==> config.mk <==
export PLATFORM = sky130hd
export DESIGN_NAME = flag_update_sequencer
export DESIGN_NICKNAME = d
export VERILOG_FILES = /design/src/rtl/flag_update_sequencer_pkg.sv /design/src/rtl/flag_update_sequencer_cond_eval.sv /design/src/rtl/flag_update_sequencer.sv
export SDC_FILE = /design/constraint.sdc
export NUM_CORES = 1
export LEC_CHECK = 0
export ABC_AREA = 1
export BUFFER_PORTS_ARGS = -buffer_cell sky130_fd_sc_hd__clkbuf_2
export CAP_MARGIN = 10
export CORE_MARGIN = 2
export CORE_UTILIZATION = 40
export DETAILED_ROUTE_END_ITERATION = 10
export SYNTH_ARGS = -nofsm -noshare
export SYNTH_HDL_FRONTEND = slang
export SYNTH_HIERARCHICAL = 1
export SYNTH_SLANG_ARGS = --single-unit
==> constraint.sdc <==
create_clock -name clock -period 3.58 [get_ports clock]
set_input_delay 0.179 -clock clock [delete_from_list [all_inputs] [get_ports clock]]
set_output_delay 0.179 -clock clock [all_outputs]
set_load 0.005 [all_outputs]
==> src/rtl/flag_update_sequencer_pkg.sv <==
// Shared types and decode helpers for the ZCSO flag update sequencer.
// Holds the op-code to update-mask decode and the per-condition flag needs.
package flag_pkg;

    localparam int FLAG_Z = 0;
    localparam int FLAG_C = 1;
    localparam int FLAG_S = 2;
    localparam int FLAG_O = 3;

    localparam logic [3:0] MASK_Z = 4'b0001;
    localparam logic [3:0] MASK_C = 4'b0010;
    localparam logic [3:0] MASK_S = 4'b0100;
    localparam logic [3:0] MASK_O = 4'b1000;

    typedef enum logic [1:0] {
        ST_IDLE,
        ST_WAIT,
        ST_COMMIT
    } state_e;

    typedef enum logic [3:0] {
        COND_AL = 4'd0,
        COND_EQ = 4'd1,
        COND_NE = 4'd2,
        COND_CS = 4'd3,
        COND_CC = 4'd4,
        COND_MI = 4'd5,
        COND_PL = 4'd6,
        COND_VS = 4'd7,
        COND_VC = 4'd8,
        COND_LT = 4'd9,
        COND_GE = 4'd10,
        COND_LE = 4'd11,
        COND_GT = 4'd12,
        COND_LS = 4'd13,
        COND_HI = 4'd14,
        COND_NV = 4'd15
    } cond_e;

    function automatic logic [3:0] op_flag_mask(input logic [4:0] op_code);
        logic [3:0] mask;
        case (op_code) inside
            5'b01000, 5'b01001:                         mask = MASK_S | MASK_C | MASK_Z;
            5'b00000, 5'b00001, [5'b00011:5'b00110]:    mask = 4'b1111;
            5'b10001, 5'b10010, [5'b10100:5'b11110]:    mask = MASK_S | MASK_Z;
            default:                                    mask = 4'b0000;
        endcase
        return mask;
    endfunction

    function automatic logic [3:0] cond_flag_need(input logic [3:0] cond_code);
        logic [3:0] need;
        case (cond_code)
            COND_EQ, COND_NE: need = MASK_Z;
            COND_CS, COND_CC: need = MASK_C;
            COND_MI, COND_PL: need = MASK_S;
            COND_VS, COND_VC: need = MASK_O;
            COND_LT, COND_GE: need = MASK_S | MASK_O;
            COND_LE, COND_GT: need = MASK_Z | MASK_S | MASK_O;
            COND_LS, COND_HI: need = MASK_C | MASK_Z;
            default:          need = 4'b0000;
        endcase
        return need;
    endfunction

endpackage

==> src/rtl/flag_update_sequencer_cond_eval.sv <==
// Combinational branch condition evaluator over a {O,S,C,Z} flag vector.
module flag_cond_eval
    import flag_pkg::*;
(
    input  logic [3:0] flags,
    input  logic [3:0] cond_code,
    output logic       taken
);

    logic z, c, s, o;

    assign z = flags[FLAG_Z];
    assign c = flags[FLAG_C];
    assign s = flags[FLAG_S];
    assign o = flags[FLAG_O];

    always_comb begin
        taken = 1'b0;
        case (cond_code)
            COND_AL: taken = 1'b1;
            COND_EQ: taken = z;
            COND_NE: taken = !z;
            COND_CS: taken = c;
            COND_CC: taken = !c;
            COND_MI: taken = s;
            COND_PL: taken = !s;
            COND_VS: taken = o;
            COND_VC: taken = !o;
            COND_LT: taken = s ^ o;
            COND_GE: taken = !(s ^ o);
            COND_LE: taken = z | (s ^ o);
            COND_GT: taken = !z & !(s ^ o);
            COND_LS: taken = c | z;
            COND_HI: taken = !c & !z;
            default: taken = 1'b0;
        endcase
    end

endmodule

==> src/rtl/flag_update_sequencer.sv <==
// Tracks issued ALU ops through their latency, strobes the flag register in COMMIT,
// and serves branch condition requests with hazard stalls and commit-cycle forwarding.
module flag_update_sequencer
    import flag_pkg::*;
#(
    parameter int ALU_LAT = 1
)
(
    input  logic       clock,
    input  logic       reset,
    input  logic       op_valid,
    input  logic [4:0] op_code,
    output logic       op_ready,
    input  logic       alu_z,
    input  logic       alu_c,
    input  logic       alu_s,
    input  logic       alu_o,
    input  logic [3:0] flags_q,
    output logic [3:0] flag_we,
    output logic [3:0] flag_d,
    input  logic       cond_valid,
    input  logic [3:0] cond_code,
    output logic       cond_ready,
    output logic       cond_done,
    output logic       cond_taken,
    output logic       busy
);

    localparam logic [2:0] LAT_M1 = 3'(ALU_LAT - 1);

    state_e     state_q, state_d;
    logic [2:0] cnt_q, cnt_d;
    logic [3:0] mask_q, mask_d;
    logic [3:0] samp_q, samp_d;
    logic       cond_done_q, cond_done_d;
    logic       cond_taken_q, cond_taken_d;

    logic [3:0] op_mask;
    logic       op_accept;
    logic [3:0] cond_need;
    logic [3:0] eval_flags;
    logic       eval_taken;
    logic       cond_accept;

    assign op_ready  = (state_q != ST_WAIT);
    assign busy      = (state_q != ST_IDLE);
    assign op_mask   = op_flag_mask(op_code);
    assign op_accept = op_valid && op_ready;

    always_comb begin
        state_d = state_q;
        cnt_d   = cnt_q;
        mask_d  = mask_q;
        samp_d  = samp_q;
        unique case (state_q)
            ST_IDLE: begin
                if (op_accept && (op_mask != 4'b0000)) begin
                    mask_d  = op_mask;
                    cnt_d   = LAT_M1;
                    state_d = ST_WAIT;
                end
            end
            ST_WAIT: begin
                if (cnt_q == 3'd0) begin
                    samp_d  = {alu_o, alu_s, alu_c, alu_z} & mask_q;
                    state_d = ST_COMMIT;
                end else begin
                    cnt_d = cnt_q - 3'd1;
                end
            end
            ST_COMMIT: begin
                // A new op here chains straight into WAIT so back-to-back updates leave no gap.
                if (op_accept && (op_mask != 4'b0000)) begin
                    mask_d  = op_mask;
                    cnt_d   = LAT_M1;
                    state_d = ST_WAIT;
                end else begin
                    state_d = ST_IDLE;
                end
            end
            default: state_d = ST_IDLE;
        endcase
    end

    always_comb begin
        flag_we = 4'b0000;
        flag_d  = 4'b0000;
        if (state_q == ST_COMMIT) begin
            flag_we = mask_q;
            flag_d  = samp_q;
        end
    end

    // A same-cycle op is older than the branch, so its mask stalls the request too.
    always_comb begin
        cond_need  = cond_flag_need(cond_code);
        cond_ready = !(((state_q == ST_WAIT) && ((cond_need & mask_q) != 4'b0000)) ||
                       (op_accept && ((cond_need & op_mask) != 4'b0000)));
        eval_flags = (flag_d & flag_we) | (flags_q & ~flag_we);
    end

    flag_cond_eval u_cond_eval (
        .flags     (eval_flags),
        .cond_code (cond_code),
        .taken     (eval_taken)
    );

    always_comb begin
        cond_accept  = cond_valid && cond_ready;
        cond_done_d  = cond_accept;
        cond_taken_d = cond_accept && eval_taken;
    end

    assign cond_done  = cond_done_q;
    assign cond_taken = cond_taken_q;

    always_ff @(posedge clock) begin
        if (!reset) begin
            state_q      <= ST_IDLE;
            cnt_q        <= 3'd0;
            mask_q       <= 4'b0000;
            samp_q       <= 4'b0000;
            cond_done_q  <= 1'b0;
            cond_taken_q <= 1'b0;
        end else begin
            state_q      <= state_d;
            cnt_q        <= cnt_d;
            mask_q       <= mask_d;
            samp_q       <= samp_d;
            cond_done_q  <= cond_done_d;
            cond_taken_q <= cond_taken_d;
        end
    end

endmodule

==> flow_summary.json <==
{
  "path_clk_slew_ps": 90,
  "fin_crit_ps": 2040,
  "powerDensity_nw_per_um2": 262,
  "netlist_instances": 210,
  "nFillCells": 324,
  "arrival_ps": 2220,
  "synth_top_area_share_pct": 22.2,
  "dr.pass1.iters": 4,
  "worstPathRequired_ps": 3760,
  "syn_avg_cell_area_um2": 6.01,
  "vias": 1304,
  "synth.distinct_cells": 23,
  "seqCellArea_um2": 280,
  "track_usage_pct": 17.6,
  "rsz0062_at_grt": "no",
  "grt_pass1_vias": 1147,
  "grt_pass1_wl_um": 4910,
  "drt_first_iter_violations": 62,
  "post_cts_buffers": 0,
  "fin_skew_ps": 4.64,
  "gr-total-overflow": 0,
  "report.final.hold_viol_count": 0,
  "setup_tns_ps": 0,
  "hold_buffers": 0,
  "diodes": 0,
  "drtAntennaViolNets": 0,
  "io_pins": 34,
  "max_stage_delay_ps": 380,
  "slew_violations": 0,
  "yosysSeqAreaShare_pct": 22.2,
  "dieArea_um2": 3620,
  "worstMarginPinSlew_ps": 436,
  "cts_sinks": 14,
  "cts_tree": "built",
  "yosysTopAreaCell": "dfxtp_1",
  "p_leak_nw": 0.796,
  "drive_above_1_share_pct": 26.4,
  "rows": 20,
  "start_util_pct": 41.7,
  "slowest_stage": "dfxtp_1",
  "cts_buffer_depth": 2,
  "wl_um": 2810,
  "areaGrowthSynthToFinish_pct": 19.7,
  "status": "completed",
  "antenna_found_initial": 0,
  "ys_warn_count": 6,
  "synth-edff-count": 0,
  "cts_root_buf": "clkbuf_4",
  "cts_made_buffers": 3,
  "post_synth_main_area_contributors": "dfxtp_1, nand2_1, inv_1, nor2_1, nand3_1",
  "drc_errors": 0,
  "cp-start-kind": "flip-flop",
  "core_um2": 3030,
  "vdd_ir_drop_max_uv": 150,
  "cp_common_cell": "inv_1",
  "port_buffers": 33,
  "die_h_um": 60.2,
  "worstPathCellList": "inv_1 -> nor2_1 -> inv_1 -> nor2_1 -> inv_1 -> o21ai_0 -> inv_1 -> nand2_1 -> nand2_1 -> nand2_1 -> nand2_1 -> nor2_2 -> nand3_1 -> inv_1 -> nor2_1",
  "multi_input_area_um2": 812,
  "grt_util_met2_pct": 27.3,
  "grt_busiest_layer": "met2",
  "finalSetupViolCount": 0,
  "slew_headroom_pct": 70.6,
  "met1_usage_pct": 25.1,
  "fmax_mhz": 491,
  "insertion_delay_ps": 280,
  "h-tree-depth": 1,
  "grt_max_degree": 11,
  "synth-async-reset-ratio_pct": 0,
  "finalCritPeriodShare_pct": 56.9,
  "path_max_fanout": 7,
  "syn_nets": 237,
  "die_x_um": 60.2,
  "setup.worst_path.end_class": "flip-flop",
  "ys.flop_type": "dfxtp_1",
  "gp_congestion": 0.880,
  "holdWs_ps": 206,
  "vias_per_cell": 4.50,
  "gr-usage-met3_pct": 4.76,
  "cts_resized": 0,
  "hold_class": "in -> reg",
  "yosysMostFrequentCell": "nand2_1",
  "drt-wirelength-per-cell_um": 9.68,
  "dp_hpwl_um": 2350,
  "cap_viol_max_count": 0,
  "path_class": "reg -> reg",
  "ys_top_cells_by_count": "nand2_1, inv_1, nor2_1, nand3_1, dfxtp_1",
  "nets": 274,
  "syn_area_um2": 1260,
  "ys_seq_elements": 14
}
==> layer usage <==
layer / routed length, µm / part of all wire (%)
met1: 1450 / 52
met2: 1220 / 43
met3: 134 / 4.8
met4: 0 / 0
met5: 0 / 0
==> logic make-up (layout without fill, tap and decap cells) <==
group | count (synthesis) | after routing | share of synthesized area (%)
AND/OR/NAND/NOR | 121 | 121 | 44.3
flip-flops | 14 | 14 | 22.2
AO/OA/AOI/OAI | 22 | 22 | 11.6
buffers and inverters | 44 | 80 | 13.4
adder cells (fa/ha/maj) | 6 | 6 | 5.95
XOR/XNOR | 1 | 1 | 0.695
multiplexers | 2 | 2 | 1.79
==> sequential cells by signal, summed over array words and instances (netlist names) <==
signal      cells
state_q         2
mask_q          3
cnt_q           3
samp_q          4
cond_taken      1
cond_done       1
==> final timing paths <==
check	from	endpoint	slack (ps)	depth (start not counted)
hold reg to reg	samp_q[3]	samp_q[3]	480	2
setup / recovery	state_q[1]	cond_taken	1540	15
setup reg to reg	state_q[1]	cond_taken	1540	15
hold / removal	alu_c	samp_q[1]	210	3
==> power breakdown <==
part	internal [mW]	total (mW)	switching [mW]
Combinational	0.0416	0.112	0.0709
Sequential	0.164	0.170	0.00538
Clock	0.0619	0.113	0.0511
==> final cells by class <==
class	count	area share (%)
multi-input combinational	152	53.8
sequential	14	18.6
timing repair buffer	33	10.9
inverter	43	10.7
tap	44	3.65
clock buffer	4	2.40
==> cell usage in the layout (no fill, tap or decap), types with 3 or more instances in the layout <==
cell type	count
nand2_1	54
inv_1	36
clkbuf_2	33
nor2_1	29
nand3_1	19
dfxtp_1	14
a21oi_1	8
inv_2	6
ha_1	6
o21ai_0	5
nand3_2	5
nand2_2	5
nand4_1	4
a211oi_1	4
clkbuf_4	3
==> critical path, delay by kind of cell (launching register included) <==
| family | cells | cell delay (ps) |
|---|---|---|
| buffers and inverters | 5 | 450 |
| DFF | 1 | 380 |
| and+or+nand+nor | 9 | 730 |
| AOI/OAI and AO/OA | 1 | 380 |
==> per-stage QoR <==
step | power [mW] | worst slack [ps] | util, % | area [µm²] | std cells
after floorplan | 0.247 | 1720 | - | 1260 | 210
after global placement | 0.286 | 1630 | 48.7 | 1470 | 286
after detailed placement | 0.286 | 1570 | 48.7 | 1470 | 286
after CTS | 0.400 | 1560 | 49.9 | 1510 | 290
after global routing | 0.427 | 1180 | 49.9 | 1510 | 290
final | 0.395 | 1540 | 49.9 | 1510 | 290
Power figures use the tool's default switching activity.
